`config.mk`:
```
export PLATFORM = sky130hd
export DESIGN_NAME = hvac_zone_scheduler
export DESIGN_NICKNAME = d
export VERILOG_FILES = /design/src/rtl/hvac_pkg.sv /design/src/rtl/rr_picker.sv /design/src/rtl/hvac_zone_scheduler.sv
export SDC_FILE = /design/constraint.sdc
export NUM_CORES = 1
export LEC_CHECK = 0
export BUFFER_PORTS_ARGS = -buffer_cell sky130_fd_sc_hd__buf_4
export CAP_MARGIN = 30
export CELL_PAD_IN_SITES_DETAIL_PLACEMENT = 1
export CELL_PAD_IN_SITES_GLOBAL_PLACEMENT = 1
export CORE_AREA = 4 4 63 65
export DETAILED_ROUTE_END_ITERATION = 8
export DIE_AREA = 0 0 67 69
export PLACE_DENSITY = 0.86
export SYNTH_ARGS = -nofsm -noshare
export SYNTH_HDL_FRONTEND = slang
export SYNTH_HIERARCHICAL = 1
export SYNTH_SLANG_ARGS = --single-unit
```
`constraint.sdc`:
```
create_clock -name clk_i -period 2.8 [get_ports clk_i]
set_input_delay 0.42 -clock clk_i [delete_from_list [all_inputs] [get_ports clk_i]]
set_output_delay 0.42 -clock clk_i [all_outputs]
set_load 0.01 [all_outputs]
```
`src/rtl/hvac_pkg.sv`:
```
// Shared types for the HVAC plant scheduler and the per-zone thermostat FSM.
//   sched_state_t : scheduler state, one-hot encoded
//   plant_mode_t  : what the shared plant is doing
//   mode_of()     : plant mode implied by a scheduler state
package hvac_pkg;

  typedef enum logic [3:0] {
    IDLE     = 4'b0001,
    RUN_HEAT = 4'b0010,
    RUN_COOL = 4'b0100,
    DEAD     = 4'b1000
  } sched_state_t;

  typedef enum logic [1:0] {
    MODE_OFF,
    MODE_HEAT,
    MODE_COOL
  } plant_mode_t;

  function automatic plant_mode_t mode_of(input sched_state_t s);
    case (s)
      RUN_HEAT: return MODE_HEAT;
      RUN_COOL: return MODE_COOL;
      default:  return MODE_OFF;
    endcase
  endfunction

endpackage

```
`src/rtl/rr_picker.sv`:
```
// Round-robin picker (combinational).
//   req_i    : request vector, one bit per zone
//   ptr_i    : zone index where the search starts
//   any_o    : at least one request present
//   idx_o    : first requesting zone at or above ptr_i, wrapping NZ-1 -> 0
//   onehot_o : idx_o as a one-hot vector (zero when any_o=0)
module rr_picker #(
  parameter int NZ = 4
) (
  input  logic [NZ-1:0]         req_i,
  input  logic [$clog2(NZ)-1:0] ptr_i,
  output logic                  any_o,
  output logic [$clog2(NZ)-1:0] idx_o,
  output logic [NZ-1:0]         onehot_o
);

  localparam int PW = $clog2(NZ);
  localparam int FW = $clog2(2*NZ);

  logic [2*NZ-1:0] w_dbl;
  logic [FW-1:0]   w_pos;

  // Doubling the vector turns the wrap-around search into a plain
  // lowest-set-bit search: the lower copy is masked below ptr_i, the
  // upper copy supplies the wrapped zones.
  always_comb begin
    w_dbl = {req_i, req_i} & ({(2*NZ){1'b1}} << ptr_i);
    w_pos = '0;
    for (int i = 2*NZ-1; i >= 0; i--)
      if (w_dbl[i]) w_pos = FW'(i);
  end

  assign any_o = |req_i;
  assign idx_o = (w_pos >= FW'(NZ)) ? PW'(w_pos - FW'(NZ)) : PW'(w_pos);

  always_comb begin
    onehot_o = '0;
    if (any_o) onehot_o[idx_o] = 1'b1;
  end

endmodule

```
`src/rtl/hvac_zone_scheduler.sv`:
```
// Shares one heating/cooling plant among NZ zones, one grant at a time,
// round-robin, with minimum run time, fairness pre-emption after MAX_ON
// and a fixed plant-off gap of DEAD cycles between grants.
//   clk_i, rst_ni  : clock, synchronous active-low reset
//   heat_req_i     : per-zone heat request (level)
//   cool_req_i     : per-zone cool request (level)
//   heat_o, cool_o : plant heater / cooler on
//   grant_o        : one-hot granted zone valve, zero when plant is off
//   busy_o         : scheduler not idle
//   conflict_o     : zones that asserted heat and cool together last cycle
// DEAD is assumed <= MAX_ON so the shared run/dead counter is wide enough.
module hvac_zone_scheduler import hvac_pkg::*; #(
  parameter int NZ     = 4,
  parameter int MIN_ON = 8,
  parameter int MAX_ON = 32,
  parameter int DEAD   = 4
) (
  input  logic          clk_i,
  input  logic          rst_ni,
  input  logic [NZ-1:0] heat_req_i,
  input  logic [NZ-1:0] cool_req_i,
  output logic          heat_o,
  output logic          cool_o,
  output logic [NZ-1:0] grant_o,
  output logic          busy_o,
  output logic [NZ-1:0] conflict_o
);

  localparam int CW = $clog2(MAX_ON+1);
  localparam int PW = $clog2(NZ);
  localparam logic [CW-1:0] C_MIN  = CW'(MIN_ON);
  localparam logic [CW-1:0] C_MAX  = CW'(MAX_ON);
  localparam logic [CW-1:0] C_DEAD = CW'(DEAD);

  sched_state_t  r_state, w_state_nxt;
  logic [CW-1:0] r_cnt, w_cnt_nxt;
  logic [PW-1:0] r_ptr, w_ptr_nxt;
  logic [NZ-1:0] r_grant, w_grant_nxt;
  logic [NZ-1:0] r_conflict;
  logic          r_heat, r_cool, r_busy;

  logic [NZ-1:0] w_valid, w_onehot;
  logic [PW-1:0] w_idx;
  logic          w_any, w_drop, w_other, w_leave;
  plant_mode_t   w_mode;

  // Zones asking for both modes are not serviceable.
  assign w_valid = heat_req_i ^ cool_req_i;

  rr_picker #(.NZ(NZ)) u_pick (
    .req_i    (w_valid),
    .ptr_i    (r_ptr),
    .any_o    (w_any),
    .idx_o    (w_idx),
    .onehot_o (w_onehot)
  );

  // Drop: granted zone no longer wants the running mode, or is in conflict.
  assign w_drop  = ((r_state == RUN_HEAT) ? ~|(r_grant & heat_req_i)
                                          : ~|(r_grant & cool_req_i))
                 | |(r_grant & heat_req_i & cool_req_i);
  assign w_other = |(w_valid & ~r_grant);
  assign w_leave = ((r_cnt >= C_MIN) && w_drop) || ((r_cnt >= C_MAX) && w_other);

  always_comb begin
    w_state_nxt = r_state;
    w_cnt_nxt   = r_cnt;
    w_ptr_nxt   = r_ptr;
    w_grant_nxt = r_grant;
    case (r_state)
      IDLE: begin
        if (w_any) begin
          w_state_nxt = heat_req_i[w_idx] ? RUN_HEAT : RUN_COOL;
          w_grant_nxt = w_onehot;
          w_cnt_nxt   = CW'(1);
          w_ptr_nxt   = (w_idx == PW'(NZ-1)) ? '0 : w_idx + 1'b1;
        end
      end
      RUN_HEAT, RUN_COOL: begin
        if (w_leave) begin
          w_state_nxt = hvac_pkg::DEAD;
          w_grant_nxt = '0;
          w_cnt_nxt   = CW'(1);
        end else if (r_cnt < C_MAX) begin
          w_cnt_nxt = r_cnt + 1'b1;
        end
      end
      hvac_pkg::DEAD: begin
        // Counter runs 1..DEAD across the dead phase.
        if (r_cnt >= C_DEAD) begin
          w_state_nxt = IDLE;
          w_cnt_nxt   = '0;
        end else begin
          w_cnt_nxt = r_cnt + 1'b1;
        end
      end
      default: begin
        w_state_nxt = IDLE;
        w_grant_nxt = '0;
        w_cnt_nxt   = '0;
      end
    endcase
  end

  assign w_mode = mode_of(w_state_nxt);

  always_ff @(posedge clk_i) begin
    if (!rst_ni) begin
      r_state    <= IDLE;
      r_cnt      <= '0;
      r_ptr      <= '0;
      r_grant    <= '0;
      r_conflict <= '0;
      r_heat     <= 1'b0;
      r_cool     <= 1'b0;
      r_busy     <= 1'b0;
    end else begin
      r_state    <= w_state_nxt;
      r_cnt      <= w_cnt_nxt;
      r_ptr      <= w_ptr_nxt;
      r_grant    <= w_grant_nxt;
      r_conflict <= heat_req_i & cool_req_i;
      r_heat     <= (w_mode == MODE_HEAT);
      r_cool     <= (w_mode == MODE_COOL);
      r_busy     <= (w_state_nxt != IDLE);
    end
  end

  assign heat_o     = r_heat;
  assign cool_o     = r_cool;
  assign grant_o    = r_grant;
  assign busy_o     = r_busy;
  assign conflict_o = r_conflict;

endmodule

```
==> results of run 1 <==
==> synthesized netlist by cell type, drive strengths merged, types with 2 or more instances <==
| cell | count | area, µm² |
|---|---|---|
| dfxtp | 23 | 460 |
| nor2 | 20 | 75.1 |
| nand2 | 13 | 48.8 |
| a21oi | 12 | 63.8 |
| nand3 | 10 | 50.1 |
| a22oi | 9 | 67.6 |
| nor2b | 8 | 52.6 |
| ha | 7 | 87.6 |
| o21ai | 7 | 46.3 |
| and2 | 6 | 37.5 |
| inv | 5 | 18.8 |
| nor3 | 5 | 36.3 |
| a31oi | 3 | 25.0 |
| nand2b | 3 | 18.8 |
| nand3b | 3 | 26.3 |
| nor4b | 3 | 45.0 |
| a211oi | 2 | 25.0 |
| and2b | 2 | 17.5 |
| and3 | 2 | 12.5 |
| buf | 2 | 10.0 |
| clkbuf | 2 | 7.51 |
| nand4b | 2 | 17.5 |
==> path summary, 6_finish.rpt <==
kind / start / to / cells after the start
min reg2reg: r_cnt[1]$_SDFFE_PN0P_ / r_cnt[1]$_SDFFE_PN0P_ / 2
min: rst_ni / conflict_o[3]$_SDFF_PN0_ / 2
max: heat_req_i[0] / r_state[1]$_SDFF_PN0_ / 8
max reg2reg: r_ptr[1]$_SDFFE_PN0P_ / r_state[1]$_SDFF_PN0_ / 5
==> power by group <==
group	total [mW]	leakage (nW)	switching, mW	internal (mW)
sequential	0.504	0.188	0.106	0.398
clock	0.163	0.0150	0.107	0.0558
combinational	0.567	0.426	0.317	0.250
==> layout make-up <==
type                    count  area share [%]
multi-input cells         134            56.2
flip-flops and latches     23            28.3
repair buffers             20            9.22
well taps                  46            3.53
clock buffers               4            1.61
inverters                   5            1.15
==> cell families after synthesis <==
group           synth area share (%)
simple gates                    33.8
compound gates                  22.6
flops                           32.6
buf+inv                         2.57
fa+ha+maj                       6.20
xor+xnor                       0.620
mux                             1.59
==> stage by stage <==
stage	setup WS [ps]	util, %	std cells	area [µm²]	hold slack, ps
6_report	455	48.8	232	1630	371
5_1_grt	365	48.8	232	1630	372
4_1_cts	484	48.8	232	1630	358
3_5_place_dp	123	48.0	228	1600	518
3_3_place_gp	274	48.0	228	1600	502
2_1_floorplan	513	-	166	1410	449
==> flip-flops by register name, indices dropped and copies added (netlist names) <==
signal      cells
grant_o         4
heat_o          1
r_ptr           2
conflict_o      4
busy_o          1
r_cnt           6
cool_o          1
r_state         4
==> routing by layer <==
metal  vias up  share of wire, %
met3         8               4.0
li1        646                 -
met4         0               1.4
met2        33                50
met1       668                45
met5         -                 0
==> critical path, cell delays in order <==
cell and delay (ps):
buf_4 130, ha_1 380, nor2b_2 210, and2b_4 190
a211oi_2 360, mux4_2 580, a22oi_1 220, nor2_1 80
==> key figures, run 1 <==
Pwr
  – Tot Pwr: 1.23 mW
  – Pwr Density: 758 nW/µm²
  – Leakage: 0.629 nW
  – IR Drop Worst-Case VDD: 0.253 mV

Routing
  – Avg WL per Cell: 18.3 µm
  – Starting DRT DRC Count: 143
  – Via-to-Cell Ratio: 5.84
  – Drt total wl: 4.25 mm
  – Vias: 1355
  – Pre-antenna DRT Iters: 4
  – Routed Antenna Nets: 0
  – DR DRC count: 0

Global routing
  – Total grt overflow: 0
  – GR Util met2: 30.9%
  – GRT busiest layer: met2
  – GRT Total Usage: 18.2%
  – Largest net degree at the start of global routing: 16
  – Global-route wire length before repair: 6.64 mm
  – Met3 GRT Util: 2.27%
  – Number of global-route vias before repair: 1364
  – Initial antenna violation count: 0
  – M1 GR Usage: 23.2%

STA
  – Setup TNS: 0 ps
  – Actual slew at the worst max-slew pin: 627 ps
  – Fin crit share: 83.7%
  – Final setup violating endpoints: 0
  – Max transition margin: 57.8%
  – Clk_skew: 2.74 ps
  – Tmin final: 2340 ps
  – RSZ-0062 raised after global routing: false
  – Hold Vio Cnt, Final: 0
  – Achievable Freq: 0.426 GHz
  – Max Slew Vio Count: 0

Die
  – Starting Density: 42.3%
  – DIE WIDTH: 67 µm
  – Die height: 69 µm
  – Core area: 3340 µm²
  – Number of I/O pins: 21
  – Full die area: 4620 µm²
  – Core Rows: 21

Final layout
  – Layout area overhead: 15.3%
  – Commonest non-fill, non-tap cell in the layout: dfxtp_1
  – Footprint of the multi-input gates: 916 µm²
  – Share of cells above drive strength 1: 20.4%
  – FF/Latch Area: 460 µm²
  – Filler cells: 412
  – Diodes inserted: 0
  – Net count, final: 204
  – Commonest non-fill, non-tap cells in the layout: dfxtp_1, nor2_1, buf_4

Placement
  – DP Wirelength: 3.32 mm
  – # port buffers: 20
  – Final Wtd Congestion: 0.925

Clocking
  – Skew-Pair Late Insertion Delay: 320 ps
  – CTS tree: done
  – CTS resizes: 0
  – CTS sink count: 23
  – # hold bufs at CTS: 0
  – H-tree depth: 1
  – Clk slew on worst S/H paths: 130 ps
  – CTS root buf: clkbuf_4
  – Clk buf depth: 2
  – TritonCTS buffer count: 3
  – Setup Fix Bufs, Post-CTS: 0

Outcome
  – Status: complete, no violations

Logic synthesis
  – Yosys Warn Count: 6
  – Post-Syn Instances: 166
  – Number of synthesized register bits: 23
  – Post-synth top flop: dfxtp_1
  – Cell area after synthesis: 1410 µm²
  – FFs w/ async S/R, synth: 0%
  – EDFF count, synth: 0
  – Syn_area_per_cell: 8.51 µm²
  – Sequential element share of the synthesized area: 32.6%
  – Net Count, Synth: 183
  – Post-synth cell types: 47

Flow run
  – Max-Cap Viols: 0

Setup path
  – CP startpoint kind: input pin
  – CP Max Fanout: 7
  – Worst Path Arrival: 2570 ps
  – Critical Path RT: 3020 ps
  – Critical path class: input pin to flip-flop
  – Endpoint class of the critical path: flip-flop
  – R2r setup slk: 570 ps

Hold path
  – Worst hold-check path type: input pin to flip-flop
Note: power is estimated with default switching activity, not from simulation.
==> run 2, diff against run 1 <==
- clock period: 2.8 -> 2.2 ns (I/O delays scaled with it)
==> run 2 against run 1 <==
Clock power rose by 26%. Cell count rose by 9.1%. Sequential share of layout area fell by 2.6 points. Global-route usage rose by 3.1 points. Worst setup slack got worse by 340 ps. Largest cell class unchanged. Clock skew rose by 7.7 ps. Design area rose by 10%. First-iteration DRC count fell by 27%. Register-to-register slack got worse by 410 ps.
==> key figures, run 2 (synthesized netlist as in run 1, its figures left out) <==
Die
  – DIE WIDTH: 67 µm
  – Number of I/O pins: 21
  – Starting Density: 42.3%
  – Die height: 69 µm
  – Full die area: 4620 µm²
  – Core area: 3340 µm²
  – Core Rows: 21

Routing
  – Avg WL per Cell: 18.2 µm
  – Via-to-Cell Ratio: 5.87
  – DR DRC count: 0
  – Vias: 1484
  – Routed Antenna Nets: 0
  – Pre-antenna DRT Iters: 5
  – Starting DRT DRC Count: 105
  – Drt total wl: 4.60 mm

Global routing
  – Number of global-route vias before repair: 1660
  – Total grt overflow: 0
  – Global-route wire length before repair: 7.78 mm
  – Largest net degree at the start of global routing: 15
  – Initial antenna violation count: 0
  – GRT Total Usage: 21.3%

Pwr
  – Tot Pwr: 1.69 mW
  – Psw: 0.715 mW
  – IR Drop Worst-Case VDD: 0.399 mV
  – Clock share of power: 12.1%
  – Sw Share: 42.4%
  – Pwr Density: 939 nW/µm²
  – Reg power frac: 37.7%
  – Comb power frac: 50.1%
  – Internal power: 0.971 mW
  – Leakage: 0.735 nW

Final layout
  – Commonest non-fill, non-tap cells in the layout: buf_4, dfxtp_1, nor2_1
  – Register name with the most flops: r_cnt
  – Layout area overhead: 27.1%
  – Share of cells above drive strength 1: 29.0%
  – Max reg flops: 6
  – Net count, final: 225
  – Filler cells: 426
  – Finished layout cell area: 1800 µm²
  – Diodes inserted: 0
  – Commonest non-fill, non-tap cell in the layout: buf_4

STA
  – Max transition margin: 59.3%
  – Tmin final: 2080 ps
  – Hold WS: 285 ps
  – Final setup violating endpoints: 0
  – Clk_skew: 10.4 ps
  – Hold Vio Cnt, Final: 0
  – Achievable Freq: 0.481 GHz
  – Setup TNS: 0 ps
  – Actual slew at the worst max-slew pin: 605 ps
  – RSZ-0062 raised after global routing: false
  – Fin crit share: 94.6%
  – Max Slew Vio Count: 0

Clocking
  – H-tree depth: 1
  – # hold bufs at CTS: 0
  – Clk buf depth: 2
  – CTS resizes: 0
  – Skew-Pair Late Insertion Delay: 320 ps
  – Clk slew on worst S/H paths: 140 ps
  – CTS tree: done
  – TritonCTS buffer count: 3
  – CTS sink count: 23
  – CTS root buf: clkbuf_4
  – Setup Fix Bufs, Post-CTS: 0

Setup path
  – CP Max Fanout: 4
  – Endpoint class of the critical path: flip-flop
  – Critical path class: input pin to flip-flop
  – R2R depth: 8
  – Critical Path RT: 2430 ps
  – Worst Path Arrival: 2310 ps
  – CP startpoint kind: input pin

Placement
  – Placed cell areas: 1760 µm²
  – Final Wtd Congestion: 0.916
  – DP Wirelength: 3.74 mm
  – # port buffers: 20

Hold path
  – Worst hold-check path type: input pin to flip-flop
  – Cell count of the worst hold path: 2

Outcome
  – Status: complete, no violations

Flow run
  – Max-Cap Viols: 0
==> run 2: changes by cell type in the layout (fill, tap and decap cells not counted) <==
cell | previous run | this run
clkinv_2 | 0 | 1
a211oi_2 | 2 | 1
a211oi_4 | 0 | 1
clkbuf_1 | 1 | 0
buf_4 | 20 | 41
==> run 2: metrics by stage <==
stage	utilization [%]	std cells	setup slack, ps
6_report	53.8	253	120
5_1_grt	53.8	253	3.64
4_1_cts	53.6	253	110
3_5_place_dp	52.8	249	-228
3_3_place_gp	52.8	249	-121
2_1_floorplan	-	166	3.38
==> run 2: layout make-up <==
type | instances | area [µm²] | share of cell area, %
Tap cell | 46 | 57.6 | 3.21
Multi-Input combinational cell | 134 | 923 | 51.4
Timing Repair Buffer | 41 | 308 | 17.1
Sequential cell | 23 | 460 | 25.6
Clock buffer | 3 | 22.5 | 1.25
Clock inverter | 1 | 5.00 | 0.279
Inverter | 5 | 18.8 | 1.05
==> run 2: routing by layer <==
| metal | GRT usage, % | routed length (µm) |
|---|---|---|
| met1 | 21.9 | 1710 |
| met2 | 38.4 | 2420 |
| met3 | 5.36 | 304 |
| met4 | 10.4 | 177 |
| met5 | 0 | 0 |
==> run 2: power groups by stage <==
stage                     Clock [mW]  Sequential (mW)  Combinational, mW
final                          0.205            0.636              0.845
after CTS                      0.212            0.633              0.836
after floorplan                    0            0.621              0.508
after global routing           0.242            0.654              0.927
after detailed placement           0            0.641              0.831
after global placement             0            0.629              0.769
==> run 2: worst paths after layout <==
kind	from	endpoint	slack, ps
max	heat_req_i[0]	heat_o$_SDFF_PN0_	120
min	rst_ni	conflict_o[1]$_SDFF_PN0_	280
max reg2reg	grant_o[1]$_SDFFE_PN0P_	heat_o$_SDFF_PN0_	160
min reg2reg	r_cnt[0]$_SDFFE_PN0P_	r_cnt[0]$_SDFFE_PN0P_	520
==> run 2: worst max-delay path, stage by stage <==
cell and delay [ps]:
buf_4 120, ha_1 350, nor2b_2 200, and2b_4 190, a211oi_4 260, mux4_2 570
a22oi_1 220, nor2_1 60
==> run 3, diff against run 2 <==
- ABC_AREA: unset -> 1
- CORE_AREA: 4 4 63 65 -> 4 4 65 67
- DIE_AREA: 0 0 67 69 -> 0 0 69 71
- PLACE_DENSITY: 0.86 -> 0.85
==> run 3 against run 2 <==
Hold slack improved by 27 ps. Area after synthesis decreased by 1.8%. Via count decreased by 6.3%. Design area down 8.7%. Sequential share of layout area is 2.4 points higher. Combinational power shrank 14%. Die area is 6.0% higher. Cell count is 12% higher. Global-route usage shrank 5.1 points. Worst setup slack improved by 360 ps. Flip-flop and latch count did not move.
==> key figures, run 3 <==
Outcome
  – Status: complete, no violations

Clocking
  – TritonCTS buffer count: 3
  – CTS resizes: 0
  – CTS tree: done
  – # hold bufs at CTS: 0
  – Clk buf depth: 2
  – CTS sink count: 23
  – Setup Fix Bufs, Post-CTS: 0
  – CTS root buf: clkbuf_8
  – H-tree depth: 1
  – Skew-Pair Late Insertion Delay: 270 ps
  – Clk slew on worst S/H paths: 90 ps

Logic synthesis
  – Top post-synthesis cells by area: dfxtp_1, nand2_1, inv_1
  – FFs w/ async S/R, synth: 0%
  – Syn_area_per_cell: 6.55 µm²
  – Post-synthesis simple-gate area fraction: 37.5%
  – EDFF count, synth: 0
  – Post-synth top flop: dfxtp_1
  – Top post-synthesis cells by count: nand2_1, inv_1, dfxtp_1, nor2_1, a21oi_1
  – Sequential element share of the synthesized area: 33.2%
  – Count leader, synth: nand2_1
  – Net Count, Synth: 229
  – Adder-Cell Fraction of Synth Area: 6.31%
  – Post-synthesis mux area share: 0%
  – Yosys Warn Count: 6
  – Post-synth top area cell: dfxtp_1
  – Largest family of logic cells by synthesized area: simple AND/OR/NAND/NOR gates
  – Cell area after synthesis: 1390 µm²
  – Post-synth cell types: 28
  – Synth Area in XOR/XNOR: 1.26%
  – Synth Area in Compound Gates: 11.5%
  – Top cell type's share of synthesized area: 33.2%
  – Number of synthesized register bits: 23
  – Post-Syn Instances: 212

Setup path
  – Worst Path Arrival: 1920 ps
  – Reg-to-Reg Start: r_state[3]$_SDFF_PN0_
  – Critical path class: input pin to flip-flop
  – CP Max Fanout: 6
  – Critical Path RT: 2400 ps
  – Critical Path Source: heat_req_i[0]
  – CP startpoint kind: input pin
  – Endpoint class of the critical path: flip-flop

Die
  – DIE WIDTH: 69 µm
  – Core area: 3630 µm²
  – Die height: 71 µm
  – Full die area: 4900 µm²
  – Starting Density: 38.2%
  – Number of I/O pins: 21
  – Core Rows: 22

Placement
  – DP Wirelength: 2.88 mm
  – Final Wtd Congestion: 0.793
  – Placed insts: 279
  – # port buffers: 20

Hold path
  – Worst hold-check path type: input pin to flip-flop
  – Min-delay src: rst_ni

Routing
  – Met2 wire length: 1.71 mm
  – Met3 wire length: 106 µm
  – DR DRC count: 0
  – Via-to-Cell Ratio: 4.92
  – Met1 Wirelength: 1.86 mm
  – Starting DRT DRC Count: 57
  – Vias: 1391
  – Pre-antenna DRT Iters: 4
  – Avg WL per Cell: 13.2 µm
  – Drt total wl: 3.74 mm
  – Routed Antenna Nets: 0
  – DR top layer: met4

STA
  – Max transition margin: 69.6%
  – Clk_skew: 8.08 ps
  – Achievable Freq: 0.582 GHz
  – Setup TNS: 0 ps
  – Max Slew Vio Count: 0
  – RSZ-0062 raised after global routing: false
  – Actual slew at the worst max-slew pin: 455 ps
  – Tmin final: 1720 ps
  – Hold WS: 312 ps
  – Fin crit share: 78.1%
  – Hold Vio Cnt, Final: 0
  – Final setup violating endpoints: 0

Final layout
  – Register name with the most flops: r_cnt
  – Net count, final: 253
  – Commonest non-fill, non-tap cells in the layout: nand2_1, inv_1, dfxtp_1
  – Final Non-Filler Cells: 283
  – Diodes inserted: 0
  – Share of cells above drive strength 1: 17.9%
  – Max reg flops: 6
  – Layout area overhead: 18.1%
  – Final core utilization: 45.1%
  – Commonest non-fill, non-tap cell in the layout: nand2_1

Flow run
  – Max-Cap Viols: 0

Pwr
  – Psw: 0.686 mW
  – Internal power: 0.908 mW
  – Sw Share: 43.0%
  – Clock share of power: 17.4%
  – Leakage: 0.820 nW
  – Pwr Density: 973 nW/µm²
  – Reg power frac: 37.1%
  – IR Drop Worst-Case VDD: 0.484 mV
  – Comb power frac: 45.6%

Global routing
  – Global-route wire length before repair: 6.37 mm
  – Largest net degree at the start of global routing: 16
  – Number of global-route vias before repair: 1338
  – Initial antenna violation count: 0
  – Total grt overflow: 0
  – GRT Total Usage: 16.1%
[run 3: cell count changes after synthesis, sizes merged, moves of 4 or more]
cell   before  now
and2        6    0
inv         5   36
nand2      13   70
a22oi       9    0
nor2       20   24
nand3      10   14
nor2b       8    0
[run 3: worst paths after layout]
path              slack, ps                       end  cells past startpoint
setup / recovery        480         heat_o$_SDFF_PN0_                     13
hold / removal          310  conflict_o[0]$_SDFF_PN0_                      3
setup reg to reg        580     r_cnt[2]$_SDFFE_PN0P_                     11
hold reg to reg         510     r_cnt[1]$_SDFFE_PN0P_                      2
[run 3: layer usage]
metal | track usage [%] | vias up
met1 | 20.6 | 650
met5 | 0 | -
met2 | 27.1 | 20
li1 | - | 716
met3 | 3.41 | 5
met4 | 5.21 | 0
[run 3: cells by family (layout without fill, tap and decap cells)]
family,Yosys count,in the layout
flip-flops,23,23
adder cells (fa/ha/maj),7,7
buffers and inverters,37,60
AND/OR/NAND/NOR,117,117
XOR/XNOR,2,2
AO/OA/AOI/OAI,26,26
[run 3: worst max-delay path: stages]
cell	delay [ps]
buf_4	130
ha_1	360
inv_1	80
nand2_1	40
nand2_1	50
nand2_1	60
nand2_1	80
nand2_2	90
inv_2	110
nand2_1	70
a32oi_1	240
nand2_1	120
a21oi_1	160
[run 3: layout make-up]
| type | instances | area [µm²] |
|---|---|---|
| Sequential cell | 23 | 460 |
| Multi-Input combinational cell | 152 | 786 |
| Tap cell | 48 | 60.1 |
| Clock buffer | 4 | 45.0 |
| Timing Repair Buffer | 20 | 150 |
| Fill cell | 506 | 1990 |
| Inverter | 36 | 138 |
[run 3: stage by stage]
step	setup WS, ps	area (µm²)	power, mW
after floorplan	579	1390	1.09
after global placement	243	1590	1.30
after detailed placement	240	1590	1.32
final	481	1640	1.59
after global routing	291	1640	1.74
after CTS	474	1640	1.60
[run 3: power by group through the flow]
stage	sequential, mW	combinational (mW)	clock (mW)
after floorplan	0.602	0.491	0
after global placement	0.596	0.702	0
after detailed placement	0.597	0.722	0
after CTS	0.589	0.731	0.281
after global routing	0.606	0.832	0.303
final	0.591	0.726	0.277
